File: config.mk
export PLATFORM = sky130hd
export DESIGN_NAME = led_pattern_sequencer_flat
export DESIGN_NICKNAME = d
export VERILOG_FILES = /design/src/rtl/led_pattern_sequencer_if.sv /design/src/rtl/led_pattern_sequencer.sv /design/src/flat_wrapper.sv
export SDC_FILE = /design/constraint.sdc
export NUM_CORES = 1
export LEC_CHECK = 0
export ABC_CLOCK_PERIOD_IN_PS = 2600
export CORE_ASPECT_RATIO = 0.5
export CORE_UTILIZATION = 45
export CTS_CLUSTER_SIZE = 20
export DETAILED_ROUTE_END_ITERATION = 10
export SKIP_LAST_GASP = 1
export SLEW_MARGIN = 20
export SYNTH_ARGS = -nofsm -noshare
export SYNTH_HDL_FRONTEND = slang
export SYNTH_SLANG_ARGS = --single-unit
File: constraint.sdc
create_clock -name clk -period 2.6 [get_ports clk]
set_input_delay 0.39 -clock clk [delete_from_list [all_inputs] [get_ports clk]]
set_output_delay 0.39 -clock clk [all_outputs]
set_load 0.005 [all_outputs]
File: src/rtl/led_pattern_sequencer_if.sv
// Control and status bundle for the LED pattern sequencer.
// The master drives enable and mode; the slave returns the LED pattern and the step pulse.
interface led_pattern_sequencer_if #(
  parameter int unsigned OUTPUT_WIDTH = 4
);
  logic                    enable;
  logic [1:0]              mode;
  logic [OUTPUT_WIDTH-1:0] out;
  logic                    step_tick;

  modport master (output enable, mode, input out, step_tick);
  modport slave  (input enable, mode, output out, step_tick);
endinterface

File: src/rtl/led_pattern_sequencer.sv
// Multi-mode LED pattern generator: a prescaler produces periodic steps, and on each step
// the registered pattern advances as a bar fill, a bouncing dot, a binary count or a blink.
module led_pattern_sequencer #(
  parameter int unsigned OUTPUT_WIDTH = 4,
  parameter int unsigned COUNT_WIDTH  = 32,
  parameter int unsigned MAX_COUNT    = 50_000_000
) (
  input  logic                     clk,
  input  logic                     rst,
  led_pattern_sequencer_if.slave   bus
);

  typedef enum logic [1:0] {
    MODE_FILL   = 2'd0,
    MODE_BOUNCE = 2'd1,
    MODE_COUNT  = 2'd2,
    MODE_BLINK  = 2'd3
  } mode_e;

  typedef enum logic {
    DIR_UP   = 1'b0,
    DIR_DOWN = 1'b1
  } dir_e;

  localparam logic [COUNT_WIDTH-1:0]  CNT_TERM = COUNT_WIDTH'(MAX_COUNT);
  localparam logic [OUTPUT_WIDTH-1:0] ALL_ONES = '1;
  localparam logic [OUTPUT_WIDTH-1:0] ONE      = OUTPUT_WIDTH'(1);

  logic [COUNT_WIDTH-1:0]  cnt_q,  cnt_d;
  logic [OUTPUT_WIDTH-1:0] out_q,  out_d;
  logic                    tick_q, tick_d;
  dir_e                    dir_q,  dir_d;
  mode_e                   mode_q, mode_d;

  mode_e                   mode_in;
  logic                    step;
  logic [OUTPUT_WIDTH-1:0] shl0, shl1, shr0;

  assign mode_in = mode_e'(bus.mode);
  assign step    = bus.enable && (cnt_q == CNT_TERM);
  assign shl0    = {out_q[OUTPUT_WIDTH-2:0], 1'b0};
  assign shl1    = {out_q[OUTPUT_WIDTH-2:0], 1'b1};
  assign shr0    = {1'b0, out_q[OUTPUT_WIDTH-1:1]};

  always_ff @(posedge clk or posedge rst) begin
    if (rst) begin
      cnt_q  <= '0;
      out_q  <= '0;
      tick_q <= 1'b0;
      dir_q  <= DIR_UP;
      mode_q <= MODE_FILL;
    end else begin
      cnt_q  <= cnt_d;
      out_q  <= out_d;
      tick_q <= tick_d;
      dir_q  <= dir_d;
      mode_q <= mode_d;
    end
  end

  always_comb begin
    cnt_d  = cnt_q;
    out_d  = out_q;
    tick_d = 1'b0;
    dir_d  = dir_q;
    mode_d = mode_q;

    if (bus.enable) begin
      if (!step) begin
        cnt_d = cnt_q + COUNT_WIDTH'(1);
      end else begin
        cnt_d  = '0;
        tick_d = 1'b1;
        // A pending mode change consumes the step: load the start value instead of advancing.
        if (mode_in != mode_q) begin
          mode_d = mode_in;
          dir_d  = DIR_UP;
          out_d  = (mode_in == MODE_BOUNCE) ? ONE : '0;
        end else begin
          unique case (mode_q)
            MODE_FILL: begin
              if (dir_q == DIR_UP) begin
                out_d = shl1;
                if (shl1 == ALL_ONES) dir_d = DIR_DOWN;
              end else begin
                out_d = shr0;
                if (shr0 == '0) dir_d = DIR_UP;
              end
            end
            MODE_BOUNCE: begin
              if (dir_q == DIR_UP) begin
                out_d = shl0;
                if (shl0[OUTPUT_WIDTH-1]) dir_d = DIR_DOWN;
              end else begin
                out_d = shr0;
                if (shr0 == ONE) dir_d = DIR_UP;
              end
            end
            MODE_COUNT: out_d = out_q + ONE;
            MODE_BLINK: out_d = ~out_q;
            default:    out_d = out_q;
          endcase
        end
      end
    end
  end

  assign bus.out       = out_q;
  assign bus.step_tick = tick_q;

endmodule

File: src/flat_wrapper.sv
// flat-port wrapper written by rule: the top's interface ports become plain ports
module led_pattern_sequencer_flat 
#(
  parameter int unsigned OUTPUT_WIDTH = 4,
  parameter int unsigned COUNT_WIDTH  = 32,
  parameter int unsigned MAX_COUNT    = 50_000_000
)
  (clk, rst, bus_enable, bus_mode, bus_out, bus_step_tick);
  led_pattern_sequencer_if #(.OUTPUT_WIDTH(OUTPUT_WIDTH)) bus_i ();
  input  logic clk;
  input  logic rst;
  input wire logic [$bits(bus_i.enable)-1:0] bus_enable;
  input wire logic [$bits(bus_i.mode)-1:0] bus_mode;
  output wire logic [$bits(bus_i.out)-1:0] bus_out;
  output wire logic [$bits(bus_i.step_tick)-1:0] bus_step_tick;
  assign bus_i.enable = bus_enable;
  assign bus_i.mode = bus_mode;
  assign bus_out = bus_i.out;
  assign bus_step_tick = bus_i.step_tick;
  led_pattern_sequencer #(.OUTPUT_WIDTH(OUTPUT_WIDTH), .COUNT_WIDTH(COUNT_WIDTH), .MAX_COUNT(MAX_COUNT)) u_core (.clk(clk), .rst(rst), .bus(bus_i));
endmodule
**Word-level counts from Yosys, hierarchy flattened**

Cells that the tools add are included.

- Muxes and demuxes: 16
- Eq/ne operators: 8
- Reductions and logical operators: 7
- $add $sub $neg: 2
- Bitwise operators: 1

Operator list:

| kind | count |
|---|---|
| adder 32 x 1 -> 32 bit, second input constant | 1 |
| == test 32 x 26 -> 1 bit, second input constant | 1 |
| 2-to-1 mux 32 bit | 1 |
| case mux 4 bit (4 select lines) | 1 |
| 2-to-1 mux 4 bit | 3 |
| 2-to-1 mux 1 bit | 10 |
| AND reduction 3 bit | 2 |
| adder 4 x 1 -> 4 bit, second input constant | 1 |
| == test 2 x 1 -> 1 bit, second input constant | 2 |
| == test 2 bit, second input constant | 2 |
| zero test 4 bit | 1 |
| NOT 4 bit | 1 |
| == test 3 x 1 -> 1 bit, second input constant | 1 |
| == test 3 bit, second input constant | 1 |
| nonzero test 3 bit | 1 |
| zero test 2 bit | 1 |
| != test 2 bit | 1 |
| case mux 1 bit (2 select lines) | 1 |
| AND reduction 2 bit | 1 |
| logical AND 1 bit | 1 |

- Flip-flop bits (word level): 40
- Logic and storage cells: 39
- Input bits: 5

**Longest topological paths before layout**

- Depth in word-level cells: 5
- Depth in mapped cells: 8
- Mapped depth without buffers: 7

**Least setup slack after synthesis**

No wires, ideal clock.

- Path type: input to register
- Start: input bus_enable
- End: register u_core.cnt_q[30]
- Arrival: 1939 ps
- Required time: 2477 ps
- Cell stages on the path: 6
- Path slack: 538 ps
- Setup time: 123 ps
- Path through: buf_2 -> nand2_1 -> nor4_4 -> nand4_2 -> or4_4 -> xnor2_2

- Longest elaborated chain between the ends: 2

Ends and longest elaborated chain:

| item | line | source |
|---|---|---|
| from (decl) | flat_wrapper.sv:12 | `input wire logic [$bits(bus_i.enable)-1:0] bus_enable;` |
| logical AND 1 bit | led_pattern_sequencer.sv:40 | `assign step = bus.enable && (cnt_q == CNT_TERM);` |
| 2-to-1 mux 32 bit | led_pattern_sequencer.sv:69 | `if (!step) begin` |
| to (signal assigned) | led_pattern_sequencer.sv:53 | `cnt_q <= cnt_d;` |
| to (decl) | led_pattern_sequencer.sv:29 | `logic [COUNT_WIDTH-1:0] cnt_q, cnt_d;` |

Several ways; a longest one is shown, not always the timed one.
A chain may end at the register's enable or synchronous reset.

**Worst setup path after layout**

- Start: register u_core.cnt_q[0]
- End: register u_core.out_q[3] (netlist: u_core.bus.out[3])

- Longest elaborated chain between the ends: 3

Ends and longest elaborated chain:

| item | line | source |
|---|---|---|
| == test 32 x 26 -> 1 bit | led_pattern_sequencer.sv:40 |  |
| logical AND 1 bit | led_pattern_sequencer.sv:40 |  |
| AND reduction 2 bit (no line) | -- |  |
| to (signal assigned) | led_pattern_sequencer.sv:54 | `out_q <= out_d;` |
| to (decl) | led_pattern_sequencer.sv:30 | `logic [OUTPUT_WIDTH-1:0] out_q, out_d;` |

No other way between the ends.

==> summary.md <==
| Metric | Value |
|---|---|
| Post-CTS Setup Inserts | `0` |
| Core area | `4470 um2` |
| PwrDens | `520 nW/um2` |
| Hold Path Class | `primary input to async pin` |
| Final Hold Fails | `0` |
| H-tree depth | `2` |
| Crit path max fanout | `4` |
| Outcome | `finished, final reports clean` |
| Startpoint types | `flop` |
| Worst slew pin tran | `0.419 ns` |
| Distinct cells, synth | `37` |
| Initial core utilization | `47.6%` |
| Met3 WL post-DR | `188 um` |
| Share of cells above drive strength 1 | `12.7%` |
| Max-cap viol count | `0` |
| First-pass GRT wire length | `7450 um` |
| Post-layout min period | `2.14 ns` |
| Cts repair resizes | `0` |
| Syn Area/Cell | `10.3 um2` |
| Met1 wire length | `2240 um` |
| CP endpoint kind | `flop` |
| Critical path class | `flop to flop` |
| Via/cell ratio | `5.50` |
| DIE HEIGHT | `50.6 um` |
| Ant diodes | `0` |
| R2R setup slack | `0.46 ns` |
| # rows | `17` |
| Commonest cells after routing, fill and taps aside | `dfrtp_1, nor2_1, xor2_1` |
| Most common cell after layout, fill and taps aside | `dfrtp_1` |
| WP data arrival | `2.31 ns` |
| Max Freq | `0.466 GHz` |
| Cells after synthesis | `207` |
| Layout area overhead | `15.4%` |
| Top-Level Pins | `10` |
| Slew Limit Fails | `0` |
| Crit share post-route | `82.5%` |
| P_leak | `1.15 nW` |
| Final total power | `1.28 mW` |
| Synthesized area | `2120 um2` |
| Worst skew pair latency | `0.29 ns` |
| Highest Signal Layer | `met4` |
| Setup_tns | `0 ns` |
| Max VDD drop | `0.205 mV` |
| Fin Hold WS | `0.396 ns` |
| Hold_buf cts | `0` |
| Nets | `237` |
| Post-route DRC | `0` |
| Initial antenna violation count | `0` |
| Max Clock Skew | `0.0129 ns` |
| Final Setup Violations | `0` |
| CTS Buffer Depth | `2` |
| RePlAce Congestion | `0.858` |
| Largest net degree at the start of global routing | `32` |
| Routed WL per cell | `14.5 um` |
| CTS tree | `built` |
| Seq/Total Area, Yosys | `47.1%` |
| Met2 routed WL | `1710 um` |
| DR vias | `1572` |
| Final ANT Viol Nets | `0` |
| Synthesized Nets | `216` |
| Vias in the first global route | `1504` |
| DR pass1 iterations | `4` |
| Total grt overflow | `0` |
| Synth Warn # | `0` |
| Synth Register Bits | `40` |
| Detailed placement HPWL | `3010 um` |
| Root Buffer | `clkbuf_8` |
| Overall routing resource usage | `19.6%` |
| Port buffer count | `9` |
| WP data required | `2.76 ns` |
| Die area | `5020 um2` |
| Die Width | `99.2 um` |
| Routed wire length | `4160 um` |
| Setup repair after global routing missed its margin | `false` |
| Initial DRC Count | `103` |
| # clock sinks | `40` |
| CTS buffer count | `5` |
| Slew margin rel. | `72.0%` |
| CTS clock-pin slew for the worst setup and hold paths | `0.08 ns` |
==> synth_stat cells (all sizes together) <==
cell	n	area (um2)
a211o	1	8.76
nor2b	1	6.26
ha	4	50.1
nor4b	7	61.3
nor4bb	1	10.0
o2111ai	1	8.76
xor2	17	149
inv	7	26.3
nor4	6	65.1
a21boi	1	7.51
nand3b	1	7.51
nand3	14	70.1
nor3	3	15.0
or4	1	11.3
o21bai	1	7.51
nand4	11	90.1
nor2	22	82.6
mux2	3	33.8
and3	9	56.3
a21oi	3	15.0
mux2i	4	40.0
or2b	1	7.51
nand2b	2	12.5
dfrtp	40	1000
o31ai	2	15.0
o21ai	6	30.0
o211ai	1	7.51
a31oi	2	12.5
buf	2	10.0
nand2	14	52.6
xnor2	15	139
clkbuf	4	15.0
==> layout make-up <==
class / count / area, um2
multi-input cells: 154 / 1080
clock inverters: 3 / 18.8
repair buffers: 20 / 185
flip-flops and latches: 40 / 1000
well taps: 57 / 71.3
fillers: 411 / 2010
clock buffers: 5 / 68.8
inverters: 7 / 26.3
==> metal layers <==
metal / up-vias / global-route usage [%]
met5: - / 0
met4: 0 / 5.39
met3: 4 / 5.29
met2: 28 / 27.0
met1: 769 / 29.8
li1: 771 / -
==> per-stage QoR <==
stage / instances / area (um2) / setup WS (ns) / utilization, %
2_1_floorplan: 207 / 2120 / 0.538 / -
3_3_place_gp: 278 / 2360 / 0.239 / 52.9
3_5_place_dp: 278 / 2360 / 0.200 / 52.9
4_1_cts: 286 / 2450 / 0.403 / 54.9
5_1_grt: 286 / 2450 / 0.189 / 54.9
6_report: 286 / 2450 / 0.455 / 54.9
==> cells by family (layout without fill, tap and decap cells) <==
kind of cell | count (synthesis) | in the layout | share of synthesized area, %
fa+ha+maj | 4 | 4 | 2.36
flops | 40 | 40 | 47.1
simple gates | 93 | 93 | 25.8
buf+inv | 13 | 35 | 2.41
xor+xnor | 32 | 32 | 13.5
compound gates | 18 | 18 | 5.30
mux | 7 | 7 | 3.47
==> critical path, cell delays in order (launching register included) <==
cell,delay (ns)
dfrtp_1,0.41
inv_1,0.10
ha_1,0.18
nor4b_1,0.24
nand4_1,0.22
nor4_1,0.43
buf_4,0.20
mux2i_1,0.17
nand3_1,0.08
==> final timing paths <==
path,startpoint,endpoint,cells after the start
max in group asynchronous,rst,u_core.cnt_q[21],3
min in group clk,u_core.cnt_q[29],u_core.cnt_q[29],1
setup / recovery,u_core.cnt_q[0],u_core.bus.out[3],8
hold reg to reg,u_core.cnt_q[29],u_core.cnt_q[29],1
setup reg to reg,u_core.cnt_q[0],u_core.bus.out[3],8
hold / removal,rst,u_core.bus.out[1],2
==> where the power goes <==
part,internal (mW),switching (mW)
clock network,0.187,0.215
registers,0.665,0.0766
logic,0.0675,0.0652
==> registers in the layout, summed over array words and instances, names as in the netlist <==
register,cells
u_core.bus.out,4
u_core.bus.step_tick,1
u_core.cnt_q,32
u_core.dir_q,1
u_core.mode_q,2
(Power assumes the default switching activity.)
